### src/rtl/naive_bus_rr_arbiter.sv
// Round-robin arbiter sharing one naive_bus slave port between N_MASTER
// masters. Selection is combinational and sticky until the selected
// master's request is granted; read data is steered back one cycle later
// using a one-hot ownership register.

// Per-master return path: grant steering and read-data gating.
module naive_bus_rr_arbiter_lane (
  input  logic        rst,
  input  logic        sel_hit,
  input  logic        rd_hit,
  input  logic        wr_hit,
  input  logic        rd_own,
  input  logic [31:0] s_rd_data,
  output logic        rd_gnt,
  output logic        wr_gnt,
  output logic [31:0] rd_data
);

  assign rd_gnt  = sel_hit & rd_hit;
  assign wr_gnt  = sel_hit & wr_hit;
  // data of a read granted just before reset must not leak out during reset
  assign rd_data = (rd_own & ~rst) ? s_rd_data : '0;

endmodule

module naive_bus_rr_arbiter #(
  parameter int N_MASTER = 3,
  parameter int RD_PRIO  = 1,
  localparam int OW      = (N_MASTER > 1) ? $clog2(N_MASTER) : 1
) (
  input  logic                         clk,
  input  logic                         rst,
  input  logic [N_MASTER-1:0]          m_rd_req,
  input  logic [N_MASTER-1:0][3:0]     m_rd_be,
  input  logic [N_MASTER-1:0][31:0]    m_rd_addr,
  output logic [N_MASTER-1:0][31:0]    m_rd_data,
  output logic [N_MASTER-1:0]          m_rd_gnt,
  input  logic [N_MASTER-1:0]          m_wr_req,
  input  logic [N_MASTER-1:0][3:0]     m_wr_be,
  input  logic [N_MASTER-1:0][31:0]    m_wr_addr,
  input  logic [N_MASTER-1:0][31:0]    m_wr_data,
  output logic [N_MASTER-1:0]          m_wr_gnt,
  output logic                         s_rd_req,
  output logic [3:0]                   s_rd_be,
  output logic [31:0]                  s_rd_addr,
  input  logic [31:0]                  s_rd_data,
  input  logic                         s_rd_gnt,
  output logic                         s_wr_req,
  output logic [3:0]                   s_wr_be,
  output logic [31:0]                  s_wr_addr,
  output logic [31:0]                  s_wr_data,
  input  logic                         s_wr_gnt,
  output logic [OW-1:0]                owner,
  output logic                         busy
);

  typedef struct packed {
    logic        req;
    logic [3:0]  be;
    logic [31:0] addr;
    logic [31:0] data;
  } req_t;

  logic [OW-1:0]       ptr;
  logic [N_MASTER-1:0] rd_owner;
  logic [N_MASTER-1:0] active;
  logic [OW-1:0]       sel;
  logic                found;
  logic                fwd_rd;
  logic                rd_hit;
  logic                wr_hit;
  req_t                rd_fwd;
  req_t                wr_fwd;

  assign active = m_rd_req | m_wr_req;
  assign busy   = |active;
  assign owner  = sel;

  // Rotating scan starting at ptr; falls back to ptr when nobody requests.
  always_comb begin
    sel   = ptr;
    found = 1'b0;
    for (int k = 0; k < N_MASTER; k++) begin
      int j;
      j = int'(ptr) + k;
      if (j >= N_MASTER) j = j - N_MASTER;
      if (!found && active[j]) begin
        found = 1'b1;
        sel   = OW'(j);
      end
    end
  end

  // Pick read or write of the selected master and build the slave request.
  always_comb begin
    rd_fwd = '0;
    wr_fwd = '0;
    fwd_rd = found & m_rd_req[sel] & ((RD_PRIO != 0) | ~m_wr_req[sel]);
    if (!rst && found) begin
      if (fwd_rd) begin
        rd_fwd.req  = 1'b1;
        rd_fwd.be   = m_rd_be[sel];
        rd_fwd.addr = m_rd_addr[sel];
      end else begin
        wr_fwd.req  = 1'b1;
        wr_fwd.be   = m_wr_be[sel];
        wr_fwd.addr = m_wr_addr[sel];
        wr_fwd.data = m_wr_data[sel];
      end
    end
  end

  assign s_rd_req  = rd_fwd.req;
  assign s_rd_be   = rd_fwd.be;
  assign s_rd_addr = rd_fwd.addr;
  assign s_wr_req  = wr_fwd.req;
  assign s_wr_be   = wr_fwd.be;
  assign s_wr_addr = wr_fwd.addr;
  assign s_wr_data = wr_fwd.data;

  // a slave grant only counts against the request actually forwarded
  assign rd_hit = s_rd_gnt & s_rd_req;
  assign wr_hit = s_wr_gnt & s_wr_req;

  // Advance priority past a granted master; remember who owns the next rdata.
  always_ff @(posedge clk) begin
    if (rst) begin
      ptr      <= '0;
      rd_owner <= '0;
    end else begin
      if (rd_hit | wr_hit)
        ptr <= (sel == OW'(N_MASTER - 1)) ? '0 : sel + OW'(1);
      rd_owner <= rd_hit ? (N_MASTER'(1) << sel) : '0;
    end
  end

  for (genvar i = 0; i < N_MASTER; i++) begin : g_lane
    naive_bus_rr_arbiter_lane u_lane (
      .rst       (rst),
      .sel_hit   (sel == OW'(i)),
      .rd_hit    (rd_hit),
      .wr_hit    (wr_hit),
      .rd_own    (rd_owner[i]),
      .s_rd_data (s_rd_data),
      .rd_gnt    (m_rd_gnt[i]),
      .wr_gnt    (m_wr_gnt[i]),
      .rd_data   (m_rd_data[i])
    );
  end

endmodule

### config.mk
export PLATFORM = sky130hd
export DESIGN_NAME = naive_bus_rr_arbiter
export DESIGN_NICKNAME = d
export VERILOG_FILES = /design/src/rtl/naive_bus_rr_arbiter.sv
export SDC_FILE = /design/constraint.sdc
export NUM_CORES = 1
export LEC_CHECK = 0
export BUFFER_PORTS_ARGS = -buffer_cell sky130_fd_sc_hd__buf_4
export CAP_MARGIN = 40
export CORE_AREA = 10 10 213 215
export CTS_CLUSTER_DIAMETER = 80
export DETAILED_ROUTE_END_ITERATION = 8
export DIE_AREA = 0 0 223 225
export HOLD_SLACK_MARGIN = 0.03
export PLACE_DENSITY_LB_ADDON = 0.12
export RECOVER_POWER = 100
export SYNTH_ARGS = -nofsm -noshare
export SYNTH_HDL_FRONTEND = slang
export SYNTH_SLANG_ARGS = --single-unit
### constraint.sdc
create_clock -name clk -period 3.9 [get_ports clk]
set_input_delay 0.39 -clock clk [delete_from_list [all_inputs] [get_ports clk]]
set_output_delay 0.39 -clock clk [all_outputs]
set_load 0.1 [all_outputs]
# After elaboration in Yosys (flattened, before gate mapping)
# Cells that the tools add are included.
[classes]
shift = 1
n_lt_le_gt_ge = 7
n_mux = 38
add_sub_neg = 6
n_bitwise = 16
n_reduce_logical = 9
n_eq_ne = 2
[ops]
columns = ["cell", "count"]
rows = [
  ["$mux W32", 9],
  ["$bmux W32 S2", 3],
  ["$mux W69", 2],
  ["$lt A32 B4 Y1 const B", 3],
  ["$mux W37", 2],
  ["$bmux W4 S2", 2],
  ["$and A1 B1 Y1", 12],
  ["$mux W1", 10],
  ["$bmux W1 S2", 4],
  ["$mux W2", 4],
  ["$mux W4", 2],
  ["$sub A3 B2 Y4 const B", 2],
  ["$ge A3 B2 Y1 const B", 2],
  ["$add A2 B1 Y3 const B", 1],
  ["$add A2 B2 Y3 const B", 1],
  ["$logic_and A1 B1 Y1", 3],
  ["$logic_not A1 Y1", 3],
  ["$lt A2 B3 Y1 const B", 1],
  ["$or A3 B3 Y3", 1],
  ["$reduce_or A3 Y1", 1],
  ["$shl A1 B2 Y3 const A", 1],
  ["$sub A2 B2 Y3 const B", 1],
  ["$add A2 B1 Y2 const B", 1],
  ["$eq A2 B1 Y1 const B", 1],
  ["other kinds (6)", 7],
]
[totals]
input_bits = 354
regBits = 5
wordCells = 81
output_inout_bits = 211

# Logic depth before layout (Yosys ltp)
[logic_depth]
ltp_word = 20
mapped_depth = 15
depth_no_buf = 12

# Cells and area by module
# Synthesis repeated with hierarchy kept, for this count alone.
[unflattened]
cells_unflattened = 575
area_unflattened_um2 = 4667.0
[by_module_without_submodules]
columns = ["module", "seq_area_each_um2", "n_inst", "cells_each", "area_per_inst_um2"]
rows = [
  ["naive_bus_rr_arbiter", 100.1, 1, 455, 3555.9],
  ["naive_bus_rr_arbiter_lane", 0.0, 3, 40, 370.4],
]

# Worst setup path before layout
# No wires, ideal clock.
[synth_path]
kind = "reg-to-output"
start = "reg ptr[0]"
end = "out s_wr_addr[10]"
path_buffers = 3
t_required_ns = 3.510
slack_ns = -0.668
path_stages_with_launch = 14
arrival_ns = 4.178
cell_sequence = "dfxtp_1 > inv_1 > ha_1 > clkbuf_1 > a211oi_1 > a21oi_1 > and2_1 > a311oi_4 > inv_2 > nor2_2 > buf_4 > clkbuf_1 > a21oi_1 > nor2_1"
[synth_between]
elab_chain_cells = 17
word_cells_on_any_way = 38
classes_between = "5 x add/sub; 3 x order compare; 24 x mux; 1 x bitwise; 5 x reduce/logical"
[synth_lines]
columns = ["element", "line_no", "text"]
rows = [
  ["from (decl)", "64", "logic [OW-1:0] ptr;"],
  ["from (signal assigned)", "132", "ptr <= (sel == OW'(N_MASTER - 1)) ? '0 : sel + OW'(1);"],
  ["branches (longest 11 deep; another with $sub A3 B2 Y4)", "-", ""],
  ["$mux W2 *", "87", "if (!found && active[j]) begin"],
  ["named net owner[0]", "53", "output logic [OW-1:0] owner,"],
  ["$bmux W1 S2", "98", "fwd_rd = found & m_rd_req[sel] & ((RD_PRIO != 0) | ~m_wr_req[sel]);"],
  ["$mux W1 (not written as such)", "98", ""],
  ["$and A1 B1 Y1", "98", ""],
  ["$mux W69 *", "100", "if (fwd_rd) begin"],
  ["$mux W69 *", "99", "if (!rst && found) begin"],
  ["to (decl)", "50", "output logic [31:0] s_wr_addr,"],
]
# Mark *: on every way through the listed nets, which the timed path passes. The select of a mux whose other input is x is not followed.

# Worst setup path after layout
[layout_path]
start = "reg ptr[1]"
end = "out s_wr_data[28]"
[layout_between]
elab_chain_cells = 17
word_cells_on_any_way = 38
classes_between = "5 x add/sub; 3 x order compare; 24 x mux; 1 x bitwise; 5 x reduce/logical"
[layout_lines]
columns = ["element", "line_no", "text"]
rows = [
  ["branches (longest 16 deep; another with $sub A3 B2 Y4)", "-", ""],
  ["$mux W69 *", "99", ""],
  ["to (decl)", "51", "output logic [31:0] s_wr_data,"],
]
# Mark *: on every way between the ends. The select of a mux whose other input is x is not followed.

==> results.sh <==
export IMPL_holdBufCountCts=0
export IMPL_clockBufferDepth=2
export IMPL_worstMarginPinSlew_ns=1.29
export IMPL_h_tree_depth=1
export IMPL_routabilityCongestion=0.788
export IMPL_worstRegToRegCells=12
export IMPL_end_kind="primary output"
export IMPL_max_cap_violations=0
export IMPL_peakVddDrop_uv=470
export IMPL_fin_skew_ns=0.000291
export IMPL_area_growth_syn_to_layout_pct=152
export IMPL_power_density_nw_per_um2=899
export IMPL_syn_nets=1019
export IMPL_cts_sinks=5
export IMPL_slew_headroom_pct=13.9
export IMPL_avgSynthCellArea_um2=5.86
export IMPL_hpwlAfterDp_mm=29.3
export IMPL_wire_per_inst_um=19.7
export IMPL_maxSlewViolCount=0
export IMPL_cp_start_kind="flip-flop"
export IMPL_hp_class="in -> reg"
export IMPL_synth_area_um2=3870
export IMPL_rsz0062_at_grt="yes"
export IMPL_finalCoreUtilization_pct=23.6
export IMPL_setup_viol=0
export IMPL_cts_tree="yes"
export IMPL_final_cell_area_um2=9760
export IMPL_vias=6613
export IMPL_n_fill_cell=4746
export IMPL_multi_input_area_um2=4250
export IMPL_grt_max_degree=37
export IMPL_die_h_um=225
export IMPL_power_leakage_nw=4.66
export IMPL_max_freq_mhz=265
export IMPL_via_per_inst=3.80
export IMPL_holdPathEnd="rd_owner[0]$_SDFF_PP0_"
export IMPL_grt_overflow_total=0
export IMPL_finalPower_mw=8.77
export IMPL_min_period_ns=3.77
export IMPL_synth_top_area_share_pct=27.1
export IMPL_row_count=75
export IMPL_post_route_cells_drive_above_1_share_pct=53.0
export IMPL_worst_r2r_endpoint="ptr[1]$_SDFFE_PP0P_"
export IMPL_grt_first_pass_wirelength_mm=48.2
export IMPL_die_x_um=223
export IMPL_place_area_um2=9640
export IMPL_postSynthCellCount=661
export IMPL_hold_depth=3
export IMPL_core_region_area_um2=41400
export IMPL_hp_start="s_rd_gnt"
export IMPL_r2r_start="ptr[0]$_SDFFE_PP0P_"
export IMPL_hold_viol=0
export IMPL_dr_pass1_iters=4
export IMPL_crit_required_ns=3.51
export IMPL_dr_first_iter_drc_count=169
export IMPL_yosys_warnings=0
export IMPL_diodes=0
export IMPL_final_cells=1740
export IMPL_die_area_um2=50200
export IMPL_cts_root_buf="clkbuf_16"
export IMPL_finalWirelength_mm=34.3
export IMPL_grt_antenna_before_repair=0
export IMPL_yosysTopAreaCell="mux2i_1"
export IMPL_path_max_fanout=33
export IMPL_nets=1560
export IMPL_synth_commonest_cells="nor2_1, a21oi_1, mux2i_1, and2_1, buf_2"
export IMPL_grt_pass1_vias=6918
export IMPL_period_share_pct=96.6
export IMPL_synth_flop_cell="dfxtp_1"
export IMPL_r2r_slack_ns=0.88
export IMPL_post_route_drc_count=0
export IMPL_post_place_cells=1734
export IMPL_synth_area_leaders="mux2i_1, nor2_1, and2_1"
export IMPL_ios=565
export IMPL_io_buffer_count=564
export IMPL_track_usage_pct=12.5
export IMPL_initial_utilization_pct=9.35
export IMPL_fin_setup_tns_ns=0
export IMPL_synth_edf_count=0
export IMPL_outcome="completed"
export IMPL_synth_cell_types=38
export IMPL_synth_most_common_cell="nor2_1"
export IMPL_clk_latency_ns=0.22
export IMPL_register_area_um2=100
export IMPL_ys_seq_area_share_pct=2.59
export IMPL_drtAntennaViolNets=0
export IMPL_path_clk_slew_ns=0.03
export IMPL_async_flop_share_pct=0
export IMPL_crit_arrival_ns=3.38
export IMPL_crit_type="reg -> out"
export IMPL_synth_seq_cells=5
export IMPL_numCtsBuffers=3
## metal layers
layer  share of wire [%]  up-vias  track usage [%]  routed length (um)
li1                    -     3282                -                   -
met1                  36     2961             12.8               12300
met2                  53      360             24.0               18200
met3                  11       10             5.14                3610
met4                0.60        0            0.959                 206
met5                   0        -                0                   0
## worst max-delay path: stages (launching register included)
cell,delay [ns]
dfxtp_1,0.32
inv_1,0.12
ha_2,0.27
nor3b_4,0.26
o32ai_2,0.13
a211oi_2,0.26
a222oi_1,0.15
a31oi_4,0.22
buf_12,0.19
buf_12,0.25
mux2i_1,0.23
nor2_1,0.05
a21oi_1,0.41
nor2_4,0.06
buf_6,0.20
## state kept, by name, indices dropped and copies added (netlist names)
name	cells
rd_owner	3
ptr	2
## report_power, final
part           total (mW)  leakage [nW]  switching [mW]  internal [mW]
logic                8.53          4.58            6.08           2.45
registers          0.0711        0.0408         0.00670         0.0644
clock network       0.168        0.0382          0.0329          0.135
## area by class of cell
cell class,instances,area share (%)
multi-input cells,584,43.6
well taps,539,6.91
clock buffers,4,0.808
flip-flops and latches,5,1.03
repair buffers,599,47.3
inverters,9,0.372
## worst max-delay path by stage
stage                     to  depth (start not counted)  slack [ns]           startpoint
5_1_grt        s_wr_data[21]                         15       -0.05  ptr[1]$_SDFFE_PP0P_
4_1_cts        s_wr_addr[24]                         12       0.006  ptr[1]$_SDFFE_PP0P_
3_5_place_dp   s_wr_data[17]                         15        0.07  ptr[1]$_SDFFE_PP0P_
6_report       s_wr_data[28]                         14        0.13  ptr[1]$_SDFFE_PP0P_
3_3_place_gp    s_wr_data[1]                         13        0.12  ptr[1]$_SDFFE_PP0P_
2_1_floorplan   s_wr_data[0]                         12       -0.36  ptr[0]$_SDFFE_PP0P_
## cell families (layout without fill, tap and decap cells)
group	count (synthesis)	in the layout	synth area share, %
and+or+nand+nor	343	343	41.1
AOI/OAI and AO/OA	130	130	18.7
muxes	107	107	27.7
buffers and inverters	72	612	8.57
DFF	5	5	2.59
adders and majority gates	4	4	1.29
## cell usage in the layout (no fill, tap or decap), types with 3 or more instances in the layout
cell type and instances:
buf_4 413, nor2_1 121, a21oi_1 105, mux2i_1 103, and2_1 99, clkbuf_1 97
nor2_4 92, buf_6 76, nor2_2 11, buf_12 10, inv_1 6, a21oi_2 6
nand3_1 5, dfxtp_1 5, o21ai_0 3, clkbuf_16 3, buf_16 3
## metrics by stage
stage                     hold WS [ns]  setup WS [ns]
final                            0.454          0.133
after global routing             0.482        -0.0548
after CTS                        0.469        0.00633
after detailed placement         0.690         0.0717
after global placement           0.709          0.116
after floorplan                  0.528         -0.361
## what timing repair did
| item | 4_1_cts | 5_1_grt |
|---|---|---|
| endpoints found under the setup margin | 58 | 108 |
| gates cloned | 1 | 0 |
| buffers inserted | 1 | 0 |
| resized for setup | 5 | 91 |
| pin swaps | 1 | 1 |
Power figures use the tool's default switching activity.
